[config.mk]
export PLATFORM = sky130hd
export DESIGN_NAME = s_mem_responder
export DESIGN_NICKNAME = d
export VERILOG_FILES = /design/src/rtl/s_mem_pkg.sv /design/src/rtl/s_mem_lat_counter.sv /design/src/rtl/s_mem_responder.sv
export SDC_FILE = /design/constraint.sdc
export NUM_CORES = 1
export LEC_CHECK = 0
export ABC_CLOCK_PERIOD_IN_PS = 4900
export BUFFER_PORTS_ARGS = -buffer_cell sky130_fd_sc_hd__buf_2
export CAP_MARGIN = 20
export CORE_UTILIZATION = 47
export DETAILED_ROUTE_END_ITERATION = 8
export PLACE_DENSITY = 0.82
export SYNTH_ARGS = -nofsm -noshare
export SYNTH_HDL_FRONTEND = slang
export SYNTH_HIERARCHICAL = 1
export SYNTH_SLANG_ARGS = --single-unit
[constraint.sdc]
create_clock -name clk -period 4.9 [get_ports clk]
set_clock_uncertainty 0.15 [all_clocks]
set_input_delay 0.245 -clock clk [delete_from_list [all_inputs] [get_ports clk]]
set_output_delay 0.245 -clock clk [all_outputs]
set_load 0.05 [all_outputs]
[src/rtl/s_mem_pkg.sv]
// ----------------------------------------------------------------------------
// s_mem_pkg: shared types and constants for the S-array memory responder.
// Rev 1.0
// ----------------------------------------------------------------------------
`default_nettype none

package s_mem_pkg;

  localparam int ADDR_W_DEF = 8;
  localparam int DATA_W_DEF = 8;
  localparam int S_DEPTH    = 256;
  // Wide enough for the largest legal RD_LAT-1 load value (2).
  localparam int CNT_W      = 2;

  typedef enum logic [2:0] {
    ST_IDLE    = 3'd0,
    ST_WR_EXEC = 3'd1,
    ST_WR_ACK  = 3'd2,
    ST_RD_ADDR = 3'd3,
    ST_RD_WAIT = 3'd4,
    ST_RD_ACK  = 3'd5
  } state_t;

endpackage

`default_nettype wire

[src/rtl/s_mem_lat_counter.sv]
// ----------------------------------------------------------------------------
// s_mem_lat_counter: load/decrement down-counter with a zero flag.
// Rev 1.0
// ----------------------------------------------------------------------------
`default_nettype none

module s_mem_lat_counter #(
  parameter int WIDTH = 2
) (
  input  logic             clk,
  input  logic             reset,
  input  logic             i_load,
  input  logic [WIDTH-1:0] i_load_val,
  input  logic             i_dec,
  output logic             o_zero
);

  logic [WIDTH-1:0] r_count;

  always_ff @(posedge clk or posedge reset) begin
    if (reset) begin
      r_count <= '0;
    end else if (i_load) begin
      r_count <= i_load_val;
    end else if (i_dec && (r_count != '0)) begin
      r_count <= r_count - 1'b1;
    end
  end

  assign o_zero = (r_count == '0);

endmodule

`default_nettype wire

[src/rtl/s_mem_responder.sv]
// ----------------------------------------------------------------------------
// s_mem_responder: wr/rd start-done handshake responder driving a 256x8 RAM.
// Optional protocol checker: define S_MEM_PROTOCOL_CHECK_EN. Rev 1.0
// ----------------------------------------------------------------------------
`default_nettype none

module s_mem_responder
  import s_mem_pkg::*;
#(
  parameter int ADDR_W = ADDR_W_DEF,
  parameter int DATA_W = DATA_W_DEF,
  parameter int RD_LAT = 1
) (
  input  logic              clk,
  input  logic              reset,
  input  logic              wr_start,
  input  logic              rd_start,
  input  logic [ADDR_W-1:0] addr_in,
  input  logic [DATA_W-1:0] wr_data_in,
  output logic              wr_done,
  output logic              rd_done,
  output logic [DATA_W-1:0] rd_data_out,
  output logic              busy,
  output logic [ADDR_W-1:0] ram_addr,
  output logic [DATA_W-1:0] ram_data,
  output logic              ram_wren,
  input  logic [DATA_W-1:0] ram_q,
  output logic              proto_err
);

  localparam logic [CNT_W-1:0] C_LAT_LOAD = CNT_W'(RD_LAT - 1);

  state_t            r_state;
  state_t            w_state_nxt;
  logic [ADDR_W-1:0] r_ram_addr;
  logic [DATA_W-1:0] r_ram_data;
  logic              r_ram_wren;
  logic [DATA_W-1:0] r_rd_data;
  logic              w_busy;
  logic              w_wr_done;
  logic              w_rd_done;
  logic              w_accept_wr;
  logic              w_accept_rd;
  logic              w_cnt_load;
  logic              w_cnt_dec;
  logic              w_cnt_zero;
  logic              w_capture;

  always_ff @(posedge clk or posedge reset) begin
    if (reset) begin
      r_state <= ST_IDLE;
    end else begin
      r_state <= w_state_nxt;
    end
  end

  always_comb begin
    w_state_nxt = r_state;
    case (r_state)
      ST_IDLE: begin
        // Write has priority over a simultaneous read.
        if (wr_start)      w_state_nxt = ST_WR_EXEC;
        else if (rd_start) w_state_nxt = ST_RD_ADDR;
      end
      ST_WR_EXEC: w_state_nxt = ST_WR_ACK;
      ST_WR_ACK:  w_state_nxt = ST_IDLE;
      ST_RD_ADDR: w_state_nxt = ST_RD_WAIT;
      ST_RD_WAIT: if (w_cnt_zero) w_state_nxt = ST_RD_ACK;
      ST_RD_ACK:  w_state_nxt = ST_IDLE;
      default:    w_state_nxt = ST_IDLE;
    endcase
  end

  always_comb begin
    w_busy      = (r_state != ST_IDLE);
    w_wr_done   = (r_state == ST_WR_ACK);
    w_rd_done   = (r_state == ST_RD_ACK);
    w_accept_wr = (r_state == ST_IDLE) && wr_start;
    w_accept_rd = (r_state == ST_IDLE) && rd_start && !wr_start;
    w_cnt_load  = (r_state == ST_RD_ADDR);
    w_cnt_dec   = (r_state == ST_RD_WAIT) && !w_cnt_zero;
    w_capture   = (r_state == ST_RD_WAIT) && w_cnt_zero;
  end

  always_ff @(posedge clk or posedge reset) begin
    if (reset) begin
      r_ram_wren <= 1'b0;
      r_ram_addr <= '0;
      r_ram_data <= '0;
      r_rd_data  <= '0;
    end else begin
      r_ram_wren <= w_accept_wr;
      if (w_accept_wr || w_accept_rd) r_ram_addr <= addr_in;
      if (w_accept_wr)                r_ram_data <= wr_data_in;
      if (w_capture)                  r_rd_data  <= ram_q;
    end
  end

  s_mem_lat_counter #(
    .WIDTH(CNT_W)
  ) u_lat_cnt (
    .clk       (clk),
    .reset     (reset),
    .i_load    (w_cnt_load),
    .i_load_val(C_LAT_LOAD),
    .i_dec     (w_cnt_dec),
    .o_zero    (w_cnt_zero)
  );

`ifdef S_MEM_PROTOCOL_CHECK_EN
  logic r_proto_err;
  logic w_proto_viol;

  // Every done cycle is also a busy cycle, so start-during-done is covered.
  assign w_proto_viol = (wr_start && rd_start) || ((wr_start || rd_start) && w_busy);

  always_ff @(posedge clk or posedge reset) begin
    if (reset) begin
      r_proto_err <= 1'b0;
    end else if (w_proto_viol) begin
      r_proto_err <= 1'b1;
    end
  end

  assign proto_err = r_proto_err;
`else
  assign proto_err = 1'b0;
`endif

  assign wr_done     = w_wr_done;
  assign rd_done     = w_rd_done;
  assign busy        = w_busy;
  assign ram_addr    = r_ram_addr;
  assign ram_data    = r_ram_data;
  assign ram_wren    = r_ram_wren;
  assign rd_data_out = r_rd_data;

endmodule

`default_nettype wire

==> flow_metrics.tcl <==
set metrics [dict create \
    status "complete, no violations" \
    pin_count 57 \
    grt_usage_pct 22.3 \
    grt-ovfl-total 0 \
    die_w_um 54.8 \
    grt_max_degree 29 \
    die_h_um 54.8 \
    slew_headroom_pct 64.6 \
    grt_pass1_wl_um 4420 \
    fin_util_pct 77.4 \
    rsz0062_at_grt "no" \
    finalHoldViolations 0 \
    dr.pass1.iters 4 \
    cts_tree "built" \
    core_area_mm2 0.00254 \
    wire_per_inst_um 14.3 \
    dp.final_hpwl_um 1870 \
    syn_area_mm2 0.00131 \
    irDropWorstVdd_uv 581 \
    final-setup-viol-count 0 \
    clock-sinks 30 \
    antenna_found_initial 0 \
    drive_above_1_share_pct 52.2 \
    power_leakage_nw 0.993 \
    clock.fmax_ghz 0.520 \
    syn_inst 91 \
    port_buffers 55 \
    drv_cap 0 \
    tightest_slew_ns 0.530 \
    diodes 0 \
    clk_pin_slew_worst_paths_ns 0.08 \
    layout_min_cycle_time_ns 1.92 \
    cp-end-kind "output pin" \
    period_share_pct 39.2 \
    critPathKind "register to output pin" \
    gp_congestion 0.783 \
    wl_met2_um 1610 \
    dieArea_mm2 0.00300 \
    cts_root_buf "clkbuf_4" \
    synth.distinct_cells 24 \
    tns_ns 0 \
    hold_path.class "primary input to register" \
    final-max-slew-violation-count 0 \
    startpoint_type "register" \
    total_power_w 0.00155 \
    start_util_pct 51.4 \
    synth.top_cell.area_share_pct 57.4 \
    place_ws_ns 3.12 \
    clk_latency_ns 0.33 \
    grt_pass1_vias 1036 \
    wirelength_um 2980 \
    wl_met1_um 1180 \
    synth.area.top_cells "dfrtp_1 (57%), mux2_2 (14%), mux2_4 (9.2%)" \
    crit_required_ns 4.51 \
    htreeDepth 2 \
    vias 1020 \
    synth_seq_cells 30 \
    p_per_area_mw_per_mm2 787 \
    row_count 18 \
    yosysSeqAreaShare_pct 57.4 \
    setup_ws_ns 2.98 \
    nets 206 \
    worstPathMaxFanout 10 \
    worstPathArrival_ns 1.53 \
    postCtsSetupRepairBufs 0 \
    cts_made_buffers 5 \
    mostFrequentLayoutCells "buf_2 (55), dfrtp_1 (30), dlygate4sd3_1 (25)" \
    clock_path_buffers 2 \
    final_common_cell "buf_2" \
    yosysTopAreaCell "dfrtp_1" \
    yosys_warnings 6 \
    syn_to_final_growth_pct 50.6 \
    wl_met3_um 103 \
    first_iter_violations 9 \
    drc 0 \
    syn_avg_cell_area_um2 14.4 \
    antenna_left 0 \
    vias_per_cell 4.90 \
    topRoutingLayerUsed "met4" \
]
-- per-layer routing --
metal / global-route usage, % / up-vias
met5: 0 / -
met4: 14.1 / 0
met1: 23.6 / 506
li1: - / 481
met3: 5.83 / 10
met2: 38.6 / 23
-- stage by stage --
stage | hold slack (ns) | instances | cell area, µm²
6_report | 0.144 | 208 | 1970
5_1_grt | 0.133 | 208 | 1970
4_1_cts | 0.000694 | 206 | 1950
3_5_place_dp | -0.0441 | 174 | 1590
3_3_place_gp | -0.0475 | 174 | 1590
2_1_floorplan | -0.164 | 93 | 1320
-- kinds of logic after synthesis --
kind of cell	count (synthesis)	synth area share, %
buffers and inverters	9	4.11
multiplexers	24	22.9
adder cells (fa/ha/maj)	1	0.956
AND/OR/NAND/NOR	21	11.7
other	1	0.287
AO/OA/AOI/OAI	5	2.68
flip-flops	30	57.4
-- cell type report --
type                    count  area (µm²)
inverters                   5        18.8
multi-input cells          54         512
well taps                  30        37.5
clock inverters             2        60.1
repair buffers             81         541
flip-flops and latches     30         751
clock buffers               6        51.3
fillers                   151         574
-- what timing repair did --
item	4_1_cts	5_1_grt
hold endpoints to repair	25	1
hold buffers	24	1
resized for setup	0	0
-- registers in the layout, indices dropped and copies added, names as in the netlist --
| register | flops |
|---|---|
| rd_data_out | 8 |
| ram_wren | 1 |
| r_state | 3 |
| ram_data | 8 |
| u_lat_cnt/r_count | 2 |
| ram_addr | 8 |
-- worst paths after layout --
check | startpoint | end | slack [ns] | depth (start not counted)
setup / recovery | r_state[2] | busy | 2.98 | 2
hold / removal | rd_start | r_state[1] | 0.14 | 3
setup reg to reg | r_state[2] | ram_data[3] | 3.14 | 3
hold reg to reg | rd_data_out[1] | rd_data_out[1] | 0.37 | 1
max in group asynchronous | reset | ram_addr[1] | 3.76 | 4
min in group asynchronous | reset | u_lat_cnt/r_count[0] | 0.16 | 3
-- synth_stat cells --
cell type,number
nand2b_1,1
buf_2,1
nor2_1,5
nor3b_1,1
nor4b_1,2
dfrtp_1,30
nor3_1,1
a221o_1,2
or3_4,1
inv_1,5
nand2_1,4
and2b_1,1
buf_6,2
a21oi_1,1
and2_1,1
and3_2,1
mux2_4,8
ha_1,1
o21ai_0,2
and2b_4,1
buf_4,1
conb_1,1
nor2_8,2
mux2_2,16
-- where the power goes --
part / switching, W / total [W] / internal, W
sequential: 0.0000740 / 0.000443 / 0.000369
combinational: 0.000577 / 0.000850 / 0.000273
clock: 0.0000860 / 0.000259 / 0.000173
total: 0.000737 / 0.00155 / 0.000815
-- worst max-delay path, cell delays in order, from the launching register on --
cell and delay, ns:
dfrtp_1 0.48, or3_4 0.49, buf_2 0.24
(Power assumes the default switching activity.)
